<file path="src/rtl/cpu_io_ctrl.sv">
// I/O controller for the single-cycle CPU: executes IN/OUT/HALT, debounces Enter
// and stalls the PC until an IN handshake or HALT completes.
//
// state        | meaning
// IDLE         | no operation pending; OUT completes here with zero latency
// WAIT_PRESS   | IN pending, waiting for a fresh debounced Enter press
// WAIT_RELEASE | switches captured, waiting for Enter release
// DONE         | one-cycle write-back strobe, stall released
// HALTED       | CPU stopped until reset
module cpu_io_ctrl #(
  parameter int DATA_W       = 32,
  parameter int SW_W         = 10,
  parameter int N_OUT        = 2,
  parameter int SEL_W        = 1,
  parameter int DEBOUNCE_CYC = 4
) (
  input  logic                    CLK,
  input  logic                    reset,
  input  logic                    in_req,
  input  logic                    out_req,
  input  logic                    halt_req,
  input  logic [SEL_W-1:0]        out_sel,
  input  logic [DATA_W-1:0]       out_data,
  input  logic                    enter,
  input  logic [SW_W-1:0]         sw,
  output logic                    stall,
  output logic [DATA_W-1:0]       in_data,
  output logic                    in_valid,
  output logic [N_OUT*DATA_W-1:0] out_value,
  output logic                    halted,
  output logic [2:0]              state
);

  localparam int CNT_W = $clog2(DEBOUNCE_CYC + 1);

  typedef enum logic [2:0] {
    IDLE         = 3'd0,
    WAIT_PRESS   = 3'd1,
    WAIT_RELEASE = 3'd2,
    DONE         = 3'd3,
    HALTED       = 3'd4
  } state_t;

  state_t           cur, nxt;
  logic             sync1, sync2;
  logic             db_level, db_prev;
  logic [CNT_W-1:0] db_cnt;
  logic             db_rise;
  logic             out_wr;

  // Level flips on the DEBOUNCE_CYC-th consecutive disagreeing sample.
  always_ff @(posedge CLK or negedge reset) begin
    if (!reset) begin
      sync1    <= 1'b0;
      sync2    <= 1'b0;
      db_level <= 1'b0;
      db_prev  <= 1'b0;
      db_cnt   <= '0;
    end else begin
      sync1   <= enter;
      sync2   <= sync1;
      db_prev <= db_level;
      if (sync2 == db_level) begin
        db_cnt <= '0;
      end else if (db_cnt == CNT_W'(DEBOUNCE_CYC - 1)) begin
        db_level <= sync2;
        db_cnt   <= '0;
      end else begin
        db_cnt <= db_cnt + CNT_W'(1);
      end
    end
  end

  // Registered edge, so a level already high on entry to WAIT_PRESS is not a press.
  assign db_rise = db_level & ~db_prev;

  always_ff @(posedge CLK or negedge reset) begin
    if (!reset) cur <= IDLE;
    else        cur <= nxt;
  end

  always_comb begin
    nxt      = cur;
    stall    = 1'b0;
    in_valid = 1'b0;
    halted   = 1'b0;
    unique case (cur)
      IDLE: begin
        if (halt_req) begin
          stall = 1'b1;
          nxt   = HALTED;
        end else if (in_req) begin
          stall = 1'b1;
          nxt   = WAIT_PRESS;
        end
      end
      WAIT_PRESS: begin
        stall = 1'b1;
        if (db_rise) nxt = WAIT_RELEASE;
      end
      WAIT_RELEASE: begin
        stall = 1'b1;
        if (!db_level) nxt = DONE;
      end
      DONE: begin
        in_valid = 1'b1;
        nxt      = IDLE;
      end
      HALTED: begin
        stall  = 1'b1;
        halted = 1'b1;
      end
      default: nxt = IDLE;
    endcase
  end

  always_ff @(posedge CLK or negedge reset) begin
    if (!reset)                          in_data <= '0;
    else if (cur == WAIT_PRESS && db_rise) in_data <= DATA_W'(sw);
  end

  assign out_wr = (cur == IDLE) && out_req && !halt_req && !in_req;

  // An out-of-range out_sel matches no channel index, so nothing is written.
  always_ff @(posedge CLK or negedge reset) begin
    if (!reset) begin
      out_value <= '0;
    end else begin
      for (int k = 0; k < N_OUT; k++) begin
        if (out_wr && out_sel == SEL_W'(k))
          out_value[k*DATA_W +: DATA_W] <= out_data;
      end
    end
  end

  assign state = cur;

endmodule

</file>
<file path="config.mk">
export PLATFORM = sky130hd
export DESIGN_NAME = cpu_io_ctrl
export DESIGN_NICKNAME = d
export VERILOG_FILES = /design/src/rtl/cpu_io_ctrl.sv
export SDC_FILE = /design/constraint.sdc
export NUM_CORES = 1
export LEC_CHECK = 0
export ABC_CLOCK_PERIOD_IN_PS = 2290
export CORE_UTILIZATION = 44
export CTS_BUF_LIST = sky130_fd_sc_hd__clkbuf_2 sky130_fd_sc_hd__clkbuf_4 sky130_fd_sc_hd__clkbuf_8
export DETAILED_ROUTE_END_ITERATION = 6
export PLACE_DENSITY = 0.89
export RECOVER_POWER = 25
export SLEW_MARGIN = 20
export SYNTH_ARGS = -nofsm -noshare
export SYNTH_HDL_FRONTEND = slang
export SYNTH_SLANG_ARGS = --single-unit
</file>
<file path="constraint.sdc">
create_clock -name CLK -period 2.29 [get_ports CLK]
set_input_delay 0.3435 -clock CLK [delete_from_list [all_inputs] [get_ports CLK]]
set_output_delay 0.3435 -clock CLK [all_outputs]
set_load 0.03 [all_outputs]
</file>
==> impl_metrics.csv <==
group,metric,value,unit
yosys,synthesis.instances,217,
timing,period_needed,2.15,ns
min_path,worstHoldPathCells,0,
cts,worst_skew_pair.late_latency,0.34,ns
timing,achievable-frequency,465,MHz
setup_path,worst-endpoint-required,1.95,ns
die,die-height,93.2,µm
setup_path,maximum_fanout_count_along_the_critical_path,10,
setup_path,worst_setup_path_start_kind,"flip-flop",
cells_and_area,layout-area-overhead-vs-synth,41.4,%
die,floorplan.die_area,8690,µm²
routing,first_pass_iters,4,
cts,clk_root_buffer_cell,"sky130_fd_sc_hd__clkbuf_8",
setup_path,critical_path.reg2reg.endpoint,"out_value[23]",
placement,numPortBuffers,128,
global_route,gr-usage-all-layers,0.184,
power_and_ir_drop,ir_worst_vdd,0.370,mV
die,dieWidth,93.2,µm
timing,setup_violations,0,
setup_path,crit_type,"reg2out",
routing,avgViaCountPerCell,4.72,
yosys,yosys_warnings,0,
routing,wl,7460,µm
routing,detail_route.wl_per_cell,16.3,µm
routing,first_iter_violations,63,
cells_and_area,design.final.nets,403,
routing,route.antenna.remaining_nets,0,
global_route,via_count_of_the_first_global_routing_pass,2361,
cts,ctsHtreeMaxLevel,3,
timing,fin_worst_skew,0.00768,ns
setup_path,worst_path_largest_cell_delay,0.70,ns
setup_path,worstRegToRegCells,5,
yosys,synthDistinctLibCells,26,
cts,clkSlewWorstSetupHoldPaths,0.08,ns
yosys,seq_area_frac_synth,0.574,
power_and_ir_drop,power.static_leakage,0.00246,µW
die,initial_core_utilization,0.464,
yosys,synth-seq-cells,84,
setup_path,crit_path_cell_trace,"buf_4, nor3b_1, clkdlybuf4s50_1",
setup_path,arrival_time_of_data_at_the_critical_path_endpoint,1.81,ns
setup_path,slowest_stage,"sky130_fd_sc_hd__clkdlybuf4s50_1",
cts,cts_num_sinks,84,
placement,placement.setup.worst_slack,0.211,ns
cells_and_area,post_route_cells_drive_above_1_share,0.286,
setup_path,worst_r2r_startpoint,"state[2]",
cts,cts_post_setup_buffers_inserted,0,
timing,slew_headroom,0.406,
cells_and_area,finalNonFillerCells,459,
placement,place.gp.congestion,0.723,
cts,tritoncts_clock_tree,"done",
cts,clk_path_buf_depth,2,
flow_run,maxCapViolations,0,
min_path,hp-class,"reg2reg",
timing,worst_hold_margin,0.367,ns
setup_path,reg2reg_slack,0.38,ns
setup_path,worst_setup_path_end_kind,"output pin",
min_path,timing.hold.worst_endpoint,"sync2",
global_route,grt_start_max_net_pins,51,
min_path,min_from,"sync1",
placement,dp_cell_count,443,
power_and_ir_drop,p_per_area,680,nW/µm²
die,core_area,7890,µm²
setup_path,timing.critical_path.max_delay_family,"buffers and inverters",
global_route,globalRoute.totalOverflow,0,
yosys,synth_area_per_cell,16.9,µm²
setup_path,path_buf_inv,2,
cells_and_area,antenna_cells_inserted,0,
cells_and_area,layout.core_utilization,0.657,
timing,setup_repair_after_global_routing_missed_its_margin,"false",
cells_and_area,seq_area,2100,µm²
timing,final_critical_path_setup_slack,0.141,ns
timing,report.final.hold_viol_count,0,
cells_and_area,area_of_the_multi_input_gates,1350,µm²
global_route,number_of_antenna_violations_at_the_first_check_in_global_routing,0,
placement,dp_hpwl,5430,µm
timing,timing.final.crit_share,0.938,
global_route,grt_first_pass_wirelength,12100,µm
timing,setup_tns,0,ns
timing,tightestPinTransition,0.891,ns
cts,cts_buffers,9,
routing,routed-via-count,2167,
routing,route.detailed.drc,0,
yosys,mapped_cell_area,3660,µm²
status,outcome,"complete, no violations",
die,num_io_pins,151,
die,floorplan.rows,32,
cells_and_area,final.fill_count,579,
timing,final-max-slew-violation-count,0,
-- cell usage in the layout (no fill, tap or decap) --
cell and instances:
sky130_fd_sc_hd__dlymetal6s2s_1 1, sky130_fd_sc_hd__buf_4 3, sky130_fd_sc_hd__clkinv_4 2, sky130_fd_sc_hd__clkbuf_8 9
sky130_fd_sc_hd__nand2b_1 1, sky130_fd_sc_hd__nor3b_1 3, sky130_fd_sc_hd__nor3_1 2, sky130_fd_sc_hd__nor2_1 2
sky130_fd_sc_hd__conb_1 22, sky130_fd_sc_hd__bufinv_16 2, sky130_fd_sc_hd__nand4bb_1 1, sky130_fd_sc_hd__mux2_2 15
sky130_fd_sc_hd__nor2_4 1, sky130_fd_sc_hd__clkdlybuf4s50_1 125, sky130_fd_sc_hd__mux2_4 60, sky130_fd_sc_hd__ha_1 1
sky130_fd_sc_hd__a21oi_1 3, sky130_fd_sc_hd__inv_6 1, sky130_fd_sc_hd__maj3_1 1, sky130_fd_sc_hd__xnor2_1 1
sky130_fd_sc_hd__buf_12 3, sky130_fd_sc_hd__nand2_1 1, sky130_fd_sc_hd__o311a_1 1, sky130_fd_sc_hd__and4b_2 1
sky130_fd_sc_hd__dfrtp_1 84, sky130_fd_sc_hd__clkbuf_2 1, sky130_fd_sc_hd__clkbuf_4 2, sky130_fd_sc_hd__dlygate4sd3_1 2
sky130_fd_sc_hd__nand4_4 1, sky130_fd_sc_hd__nor2b_1 3, sky130_fd_sc_hd__o21ai_0 1, sky130_fd_sc_hd__nor3_4 1
-- registers in the layout, summed over array words and instances, names as in the netlist --
name and flops:
db_cnt 3, state 3, in_data 10, sync1 1
sync2 1, db_level 1, db_prev 1, out_value 64
-- area by class of cell --
| cell class | instances | share of cell area |
|---|---|---|
| sequential | 84 | 0.406 |
| timing repair buffer | 136 | 0.266 |
| multi-input combinational | 122 | 0.261 |
| clock inverter | 5 | 0.0167 |
| clock buffer | 10 | 0.0254 |
| tap | 102 | 0.0246 |
-- through the flow --
stage	instance area, µm²	total power [µW]
finish	5180	3520
CTS	5190	3570
detailed placement	4970	2420
global placement	4970	2400
floorplan	3740	2110
global route	5180	3690
-- cells by family after synthesis --
| logic type | Yosys count | share of synthesized area |
|---|---|---|
| flip-flops | 84 | 0.574 |
| multiplexers | 75 | 0.292 |
| buffers and inverters | 32 | 0.0803 |
| AND/OR/NAND/NOR | 17 | 0.0362 |
| AO/OA/AOI/OAI | 5 | 0.00819 |
| adder cells (fa/ha/maj) | 2 | 0.00615 |
| other | 1 | 0.00102 |
| XOR/XNOR | 1 | 0.00239 |
-- synthesized netlist by cell type --
| master | instances | area (µm²) |
|---|---|---|
| sky130_fd_sc_hd__dfrtp_1 | 84 | 2100 |
| sky130_fd_sc_hd__mux2_4 | 60 | 901 |
| sky130_fd_sc_hd__buf_4 | 23 | 173 |
| sky130_fd_sc_hd__mux2_2 | 15 | 169 |
| sky130_fd_sc_hd__buf_6 | 5 | 56.3 |
| sky130_fd_sc_hd__a21oi_1 | 3 | 15.0 |
| sky130_fd_sc_hd__buf_12 | 3 | 60.1 |
| sky130_fd_sc_hd__nor2b_1 | 3 | 18.8 |
| sky130_fd_sc_hd__nor3b_1 | 3 | 22.5 |
| sky130_fd_sc_hd__nor3_1 | 2 | 10.0 |
| sky130_fd_sc_hd__and4b_1 | 1 | 10.0 |
| sky130_fd_sc_hd__buf_2 | 1 | 5.00 |
| sky130_fd_sc_hd__conb_1 | 1 | 3.75 |
| sky130_fd_sc_hd__ha_1 | 1 | 12.5 |
| sky130_fd_sc_hd__maj3_1 | 1 | 10.0 |
| sky130_fd_sc_hd__nand2_1 | 1 | 3.75 |
| sky130_fd_sc_hd__nand2b_1 | 1 | 6.26 |
| sky130_fd_sc_hd__nand4_2 | 1 | 12.5 |
| sky130_fd_sc_hd__nand4bb_1 | 1 | 11.3 |
| sky130_fd_sc_hd__nor2_1 | 1 | 3.75 |
| sky130_fd_sc_hd__nor2_2 | 1 | 6.26 |
| sky130_fd_sc_hd__nor2_4 | 1 | 11.3 |
| sky130_fd_sc_hd__nor3_4 | 1 | 16.3 |
| sky130_fd_sc_hd__o21ai_0 | 1 | 5.00 |
| sky130_fd_sc_hd__o311a_1 | 1 | 10.0 |
| sky130_fd_sc_hd__xnor2_1 | 1 | 8.76 |
-- how the worst max path moves through the flow --
stage	from	endpoint	slack [ns]	cells after the start
4_1_cts	state[0]	stall	0.02	3
6_report	state[0]	halted	0.14	3
3_5_place_dp	in_req	stall	0.21	4
3_3_place_gp	in_req	stall	0.21	4
2_1_floorplan	state[2]	stall	0.43	3
5_1_grt	state[0]	halted	0.06	3
-- per-layer routing --
metal	track usage	wire length, µm
met1	0.218	3060
met3	0.0545	447
met2	0.315	3850
met5	0	0
met4	0.0667	114
-- power by group --
| part | internal (µW) | total [µW] | switching [µW] |
|---|---|---|---|
| Clock | 628 | 1140 | 510 |
| Sequential | 1600 | 1680 | 78.1 |
| Combinational | 351 | 706 | 355 |
| Total | 2580 | 3520 | 943 |
-- what timing repair did --
item / 4_1_cts / 5_1_grt
hold buffers: 1 / 0
resized for setup: 0 / 1
setup endpoints to repair: 0 / 1
hold endpoints to repair: 34 / 0
No activity file was read; power rests on OpenSTA's default activity.
